$ cat src/rtl/serial_subtractor.sv
// Bit-serial subtractor: diff = a - b - bin, one bit per clock, LSB first, behind a start/ready/valid handshake.
// Optional signed-overflow output is enabled by defining SERIAL_SUB_OVF_EN.
module serial_subtractor #(
    parameter int WIDTH = 4
) (
    input  logic             clk,
    input  logic             rst_n,
    input  logic             start,
    input  logic [WIDTH-1:0] a,
    input  logic [WIDTH-1:0] b,
    input  logic             bin,
    output logic             ready,
    output logic [WIDTH-1:0] diff,
    output logic             bout,
    output logic             valid
`ifdef SERIAL_SUB_OVF_EN
    ,
    output logic             ovf
`endif
);

    localparam int CW = (WIDTH > 2) ? $clog2(WIDTH) : 1;
    localparam logic [CW-1:0] LAST = CW'(WIDTH - 1);

    typedef enum logic [1:0] {
        IDLE,
        CALC,
        DONE
    } state_t;

    state_t state;
    state_t state_next;

    logic [WIDTH-1:0] a_sr;
    logic [WIDTH-1:0] b_sr;
    logic [WIDTH-1:0] res_sr;
    logic [CW-1:0]    cnt;
    logic             br;

    logic             a_bit;
    logic             b_bit;
    logic             d_bit;
    logic             br_next;

`ifdef SERIAL_SUB_OVF_EN
    logic             a_msb;
    logic             b_msb;
`endif

    always_ff @(posedge clk) begin
        if (!rst_n) begin
            state <= IDLE;
        end else begin
            state <= state_next;
        end
    end

    always_comb begin
        state_next = state;
        ready      = 1'b0;
        valid      = 1'b0;
        case (state)
            IDLE: begin
                ready = 1'b1;
                if (start) begin
                    state_next = CALC;
                end
            end
            CALC: begin
                if (cnt == LAST) begin
                    state_next = DONE;
                end
            end
            DONE: begin
                valid      = 1'b1;
                state_next = IDLE;
            end
            default: begin
                state_next = IDLE;
            end
        endcase
    end

    // Single full-subtractor cell working on the current LSBs of the operand shift registers.
    always_comb begin
        a_bit   = a_sr[0];
        b_bit   = b_sr[0];
        d_bit   = a_bit ^ b_bit ^ br;
        br_next = (~a_bit & b_bit) | (~(a_bit ^ b_bit) & br);
    end

    always_ff @(posedge clk) begin
        if (!rst_n) begin
            a_sr   <= '0;
            b_sr   <= '0;
            res_sr <= '0;
            cnt    <= '0;
            br     <= 1'b0;
            diff   <= '0;
            bout   <= 1'b0;
`ifdef SERIAL_SUB_OVF_EN
            a_msb  <= 1'b0;
            b_msb  <= 1'b0;
            ovf    <= 1'b0;
`endif
        end else begin
            case (state)
                IDLE: begin
                    if (start) begin
                        a_sr   <= a;
                        b_sr   <= b;
                        br     <= bin;
                        res_sr <= '0;
                        cnt    <= '0;
`ifdef SERIAL_SUB_OVF_EN
                        a_msb  <= a[WIDTH-1];
                        b_msb  <= b[WIDTH-1];
`endif
                    end
                end
                CALC: begin
                    a_sr   <= a_sr >> 1;
                    b_sr   <= b_sr >> 1;
                    br     <= br_next;
                    res_sr <= {d_bit, res_sr[WIDTH-1:1]};
                    cnt    <= cnt + 1'b1;
                    // The last bit is still in flight, so the result is assembled from the cell output directly.
                    if (cnt == LAST) begin
                        diff <= {d_bit, res_sr[WIDTH-1:1]};
                        bout <= br_next;
`ifdef SERIAL_SUB_OVF_EN
                        ovf  <= (a_msb != b_msb) && (d_bit != a_msb);
`endif
                    end
                end
                default: begin
                end
            endcase
        end
    end

endmodule

$ cat config.mk
export PLATFORM = sky130hd
export DESIGN_NAME = serial_subtractor
export DESIGN_NICKNAME = d
export VERILOG_FILES = /design/src/rtl/serial_subtractor.sv
export SDC_FILE = /design/constraint.sdc
export NUM_CORES = 1
export LEC_CHECK = 0
export BUFFER_PORTS_ARGS = -buffer_cell sky130_fd_sc_hd__buf_2
export CAP_MARGIN = 0
export CORE_ASPECT_RATIO = 0.7
export CORE_MARGIN = 5
export CORE_UTILIZATION = 46
export DETAILED_ROUTE_END_ITERATION = 16
export GPL_TIMING_DRIVEN = 1
export PLACE_DENSITY = 0.75
export SYNTH_ARGS = -nofsm -noshare
export SYNTH_HDL_FRONTEND = slang
export SYNTH_SLANG_ARGS = --single-unit
$ cat constraint.sdc
create_clock -name clk -period 1 [get_ports clk]
set_input_delay 0.1 -clock clk [delete_from_list [all_inputs] [get_ports clk]]
set_output_delay 0.1 -clock clk [all_outputs]
set_load 0.01 [all_outputs]
# Word-level counts from Yosys, hierarchy flattened
# Index checks and enable logic that the tools add are counted.
totals:
  in_bits: 12
  out_inout_bits: 7
  elab_cells: 41
  reg_bits: 22
op_classes:
  muxes: 15
  reduce_logical: 5
  addsub: 1
  bitwise: 7
  n_eq_ne: 5
op_table:
  columns: ["cell", "count"]
  rows:
  - ["$pmux 4 s2", 3]
  - ["$mux 4", 3]
  - ["$pmux 2 s2", 2]
  - ["$mux 2", 3]
  - ["$reduce_and 2->1", 3]
  - ["$eq 2x2->1 const B", 2]
  - ["$ne 2x2->1 const B", 2]
  - ["$mux 1", 3]
  - ["$add 2x1->2 const B", 1]
  - ["$and 1x1->1", 2]
  - ["$eq 2x1->1 const B", 1]
  - ["$logic_not 2->1", 1]
  - ["$not 1->1", 2]
  - ["$pmux 1 s2", 1]
  - ["$reduce_bool 2->1", 1]
  - ["$xor 1x1->1", 2]
  - ["$or 1x1->1", 1]

# Depth between registers and ports, before layout
depth:
  word_depth: 5
  depth_mapped: 5
  ltp_nobuf: 4

# Worst setup path before layout
# OpenSTA, ideal clock, no wires.
synth_path:
  kind: "register to register"
  startpoint: "register b_sr[0]"
  endpoint: "register res_sr[3]"
  arrival_time_ns: 1.010
  path_buffers: 0
  stages_incl_launch_ff: 5
  synth_period_minus_slack_ns: 1.137
  setup_time_ns: 0.128
  slack_ns: -0.137
  required_time_ns: 0.872
  cell_sequence: "dfxtp_1 -> inv_1 -> fa_1 -> a22oi_1 -> nor2_1"
synth_between:
  elab_chain_cells: 3
synth_lines:
  columns: ["element", "line", "rtl"]
  rows:
  - ["start: declaration", "35", "logic [WIDTH-1:0] b_sr;"]
  - ["start signal: assignment", "123", "b_sr <= b_sr >> 1;"]
  - ["$xor 1x1->1 (2 in series)", "88", "d_bit = a_bit ^ b_bit ^ br;"]
  - ["net d_bit", "42", "logic d_bit;"]
  - ["$pmux 4 s2", "107", "case (state)"]
  - ["end signal: assignment", "125", "res_sr <= {d_bit, res_sr[WIDTH-1:1]};"]
  - ["end: declaration", "36", "logic [WIDTH-1:0] res_sr;"]
# The timed path passes the listed nets, and every way through them passes these cells.
# A chain may end at the register's enable or synchronous reset.

# Worst setup path in the final report
layout_path:
  startpoint: "register br"
  endpoint: "register diff[3]"
layout_between:
  elab_chain_cells: 1
layout_lines:
  columns: ["element", "line", "rtl"]
  rows:
  - ["start: declaration", "38", "logic br;"]
  - ["start signal: assignment", "112", "br <= bin;"]
  - ["start signal: assignment", "124", "br <= br_next;"]
  - ["$xor 1x1->1", "88", null]
  - ["net d_bit", "42", null]
  - ["end signal: assignment", "129", "diff <= {d_bit, res_sr[WIDTH-1:1]};"]
  - ["end: declaration", "13", "output logic [WIDTH-1:0] diff,"]
# The timed path passes the listed nets, and every way through them passes these cells.

==> flow_summary.yaml <==
critical_path:
  cp.arrival_ns: 1.43
  crit_start: "br"
  worstPathRequired_ns: 1.25
  cp-end-kind: "register"
  crit_type: "register to register"
  path_max_fanout: 2
  reg2reg_from: "br"
  start_kind: "register"
floorplan:
  dieHeight_um: 46.6
  dieWidth_um: 62.3
  rows: 13
  start_util: 0.480
  io_pins: 19
  dieArea_um2: 2910
  core_um2: 1840
synthesis:
  synthTopCellsByCount: "dfxtp_1, nor2_1, a21oi_1"
  synth_fp_nets: 105
  synth_top_area_frac: 0.477
  syn_avg_cell_area_um2: 9.69
  synth_warnings: 0
  async_flop_share: 0
  yosysMostFrequentCell: "dfxtp_1"
  synth_enable_flop_cells: 0
  syn-cell-area_um2: 882
  ys_ff_latch: 21
  synth_cell_type_count: 29
  synth_cells: 91
  synth_area_leader_cell: "dfxtp_1"
  synth_ff_type: "dfxtp_1"
  yosys-top-cells-area: "dfxtp_1, a21oi_1, nor2_1, o221a_1, a22oi_1"
  yosysSeqAreaShare: 0.477
hold_path:
  hold_path_class: "input pin to register"
  min_from: "b[0]"
finish:
  nets: 140
  n_antenna_cell: 0
  drive_gt1_frac: 0.568
  nFillCells: 148
  area_growth_pct: 46.5
  fin_util: 0.703
clocking:
  path_clk_slew_ns: 0.11
  h-tree-depth: 1
  hold_buffers: 0
  clock_sinks: 21
  max-clock-path-buffers: 2
  cts_tree: "done"
  cts_buffers: 3
  cts-root-buf: "clkbuf_4"
  clk_latency_ns: 0.30
sta:
  finalCritPeriodShare: 1.18
  tightest_slew_ns: 0.291
  fin_crit_ns: 1.18
  drv_slew: 0
  fin_hold_ws_ns: 0.0493
  setup_viol: 22
  finalClockSkew_ns: 0.000973
  rsz0062_at_grt: "yes"
  finalHoldViolCount: 0
  finalWorstSetupSlack_ns: -0.177
  max_freq_mhz: 850
  max_slew_margin: 0.805
global_routing:
  grt_max_degree: 13
  grt_pass1_vias: 762
  overflow: 0
  grtUsageTotal: 0.151
  grt_pass1_wl_um: 3410
  antenna_found_initial: 0
route:
  drt-initial-drc-count: 11
  wirelength_um: 2080
  ant_nets: 0
  post_drt_wl_per_cell_um: 14.2
  vias: 807
  drc: 0
  dr.pass1.iters: 4
  vias_per_cell: 5.49
power:
  leakage_nw: 0.512
  ir_worst_vdd_mv: 1.01
  pwr_density_cell_nw_per_um2: 1270
  power_w: 0.00164
placed_design:
  numPortBuffers: 18
  post-dp-hpwl_um: 1460
  place_ws_ns: -0.152
  gp_congestion: 0.856
status:
  outcome: "finished with violations"
  failed_checks: "negative setup slack"
run:
  maxCapViolations: 0
==> critical path, stage by stage, from the launching register on <==
cell and delay [ns]:
dfxtp_2 0.36, inv_2 0.04, fa_2 0.55, nand3_2 0.07
a21oi_2 0.10
==> registers in the layout (all words and copies together) (netlist names) <==
register,cells
b_sr,4
bout,1
diff,4
res_sr,3
a_sr,4
cnt,2
br,1
state,2
==> where the power goes <==
group	switching, W	internal [W]
Sequential	0.0000346	0.000879
Combinational	0.000149	0.000171
Clock	0.000259	0.000149
==> final cells by class <==
type                            count  area [um^2]  area share
Multi-Input combinational cell     60          520       0.403
Sequential cell                    21          430       0.333
Timing Repair Buffer               35          268       0.207
Tap cell                           22         27.5      0.0213
Clock buffer                        3         22.5      0.0174
Inverter                            5         18.8      0.0145
Clock inverter                      1         5.00     0.00387
==> path summary, 6_finish.rpt <==
path	to	slack, ns	cells after the start
worst min-delay path	b_sr[0]	0.05	2
worst min register to register	diff[1]	0.46	2
worst max-delay path	diff[3]	-0.18	4
worst max register to register	diff[3]	-0.18	4
==> cells by family (layout without fill, tap and decap cells) <==
| logic type | after synthesis | count (layout) | share of synthesized area |
|---|---|---|---|
| compound gates | 31 | 31 | 0.269 |
| fa+ha+maj | 2 | 2 | 0.0369 |
| buf+inv | 10 | 44 | 0.0624 |
| flops | 21 | 21 | 0.477 |
| mux | 1 | 1 | 0.0113 |
| simple gates | 26 | 26 | 0.143 |
==> metal layers <==
| layer | share of wire | GRT usage | up-vias | wire, um |
|---|---|---|---|---|
| li1 | - | - | 402 | - |
| met1 | 0.46 | 0.178 | 383 | 949 |
| met2 | 0.48 | 0.267 | 20 | 993 |
| met3 | 0.058 | 0.0512 | 2 | 121 |
| met4 | 0.0082 | 0.0466 | 0 | 17 |
| met5 | 0 | 0 | - | 0 |
==> cell usage in the layout (no fill, tap or decap), types with 2 or more instances in the layout <==
| master | Yosys | routed |
|---|---|---|
| a21oi_1 | 9 | 3 |
| a21oi_2 | 0 | 6 |
| a22oi_2 | 0 | 3 |
| buf_12 | 0 | 2 |
| buf_2 | 2 | 17 |
| buf_4 | 0 | 10 |
| buf_6 | 2 | 6 |
| clkbuf_4 | 0 | 3 |
| dfxtp_1 | 21 | 15 |
| dfxtp_2 | 0 | 5 |
| inv_1 | 5 | 3 |
| inv_2 | 0 | 2 |
| nand2_1 | 5 | 4 |
| nand3_4 | 0 | 2 |
| nor2_1 | 11 | 10 |
| o21a_1 | 3 | 3 |
| o221a_1 | 3 | 3 |
| o221ai_1 | 3 | 3 |
==> what timing repair did <==
| action | 4_1_cts | 5_1_grt |
|---|---|---|
| setup endpoints to repair | 23 | 23 |
| resized for setup | 13 | 18 |
| buffers inserted | 5 | 0 |
| pin swaps | 7 | 10 |
| cloned | 0 | 0 |
==> per-stage QoR <==
| step | area (um^2) | instances | TNS (ns) |
|---|---|---|---|
| 3_3_place_gp | 1110 | 138 | -1.38 |
| 5_1_grt | 1290 | 147 | -3.28 |
| 3_5_place_dp | 1110 | 138 | -1.85 |
| 4_1_cts | 1210 | 147 | -1.82 |
| 2_1_floorplan | 922 | 91 | -0.297 |
| 6_report | 1290 | 147 | -2.08 |
(Power assumes the default switching activity.)
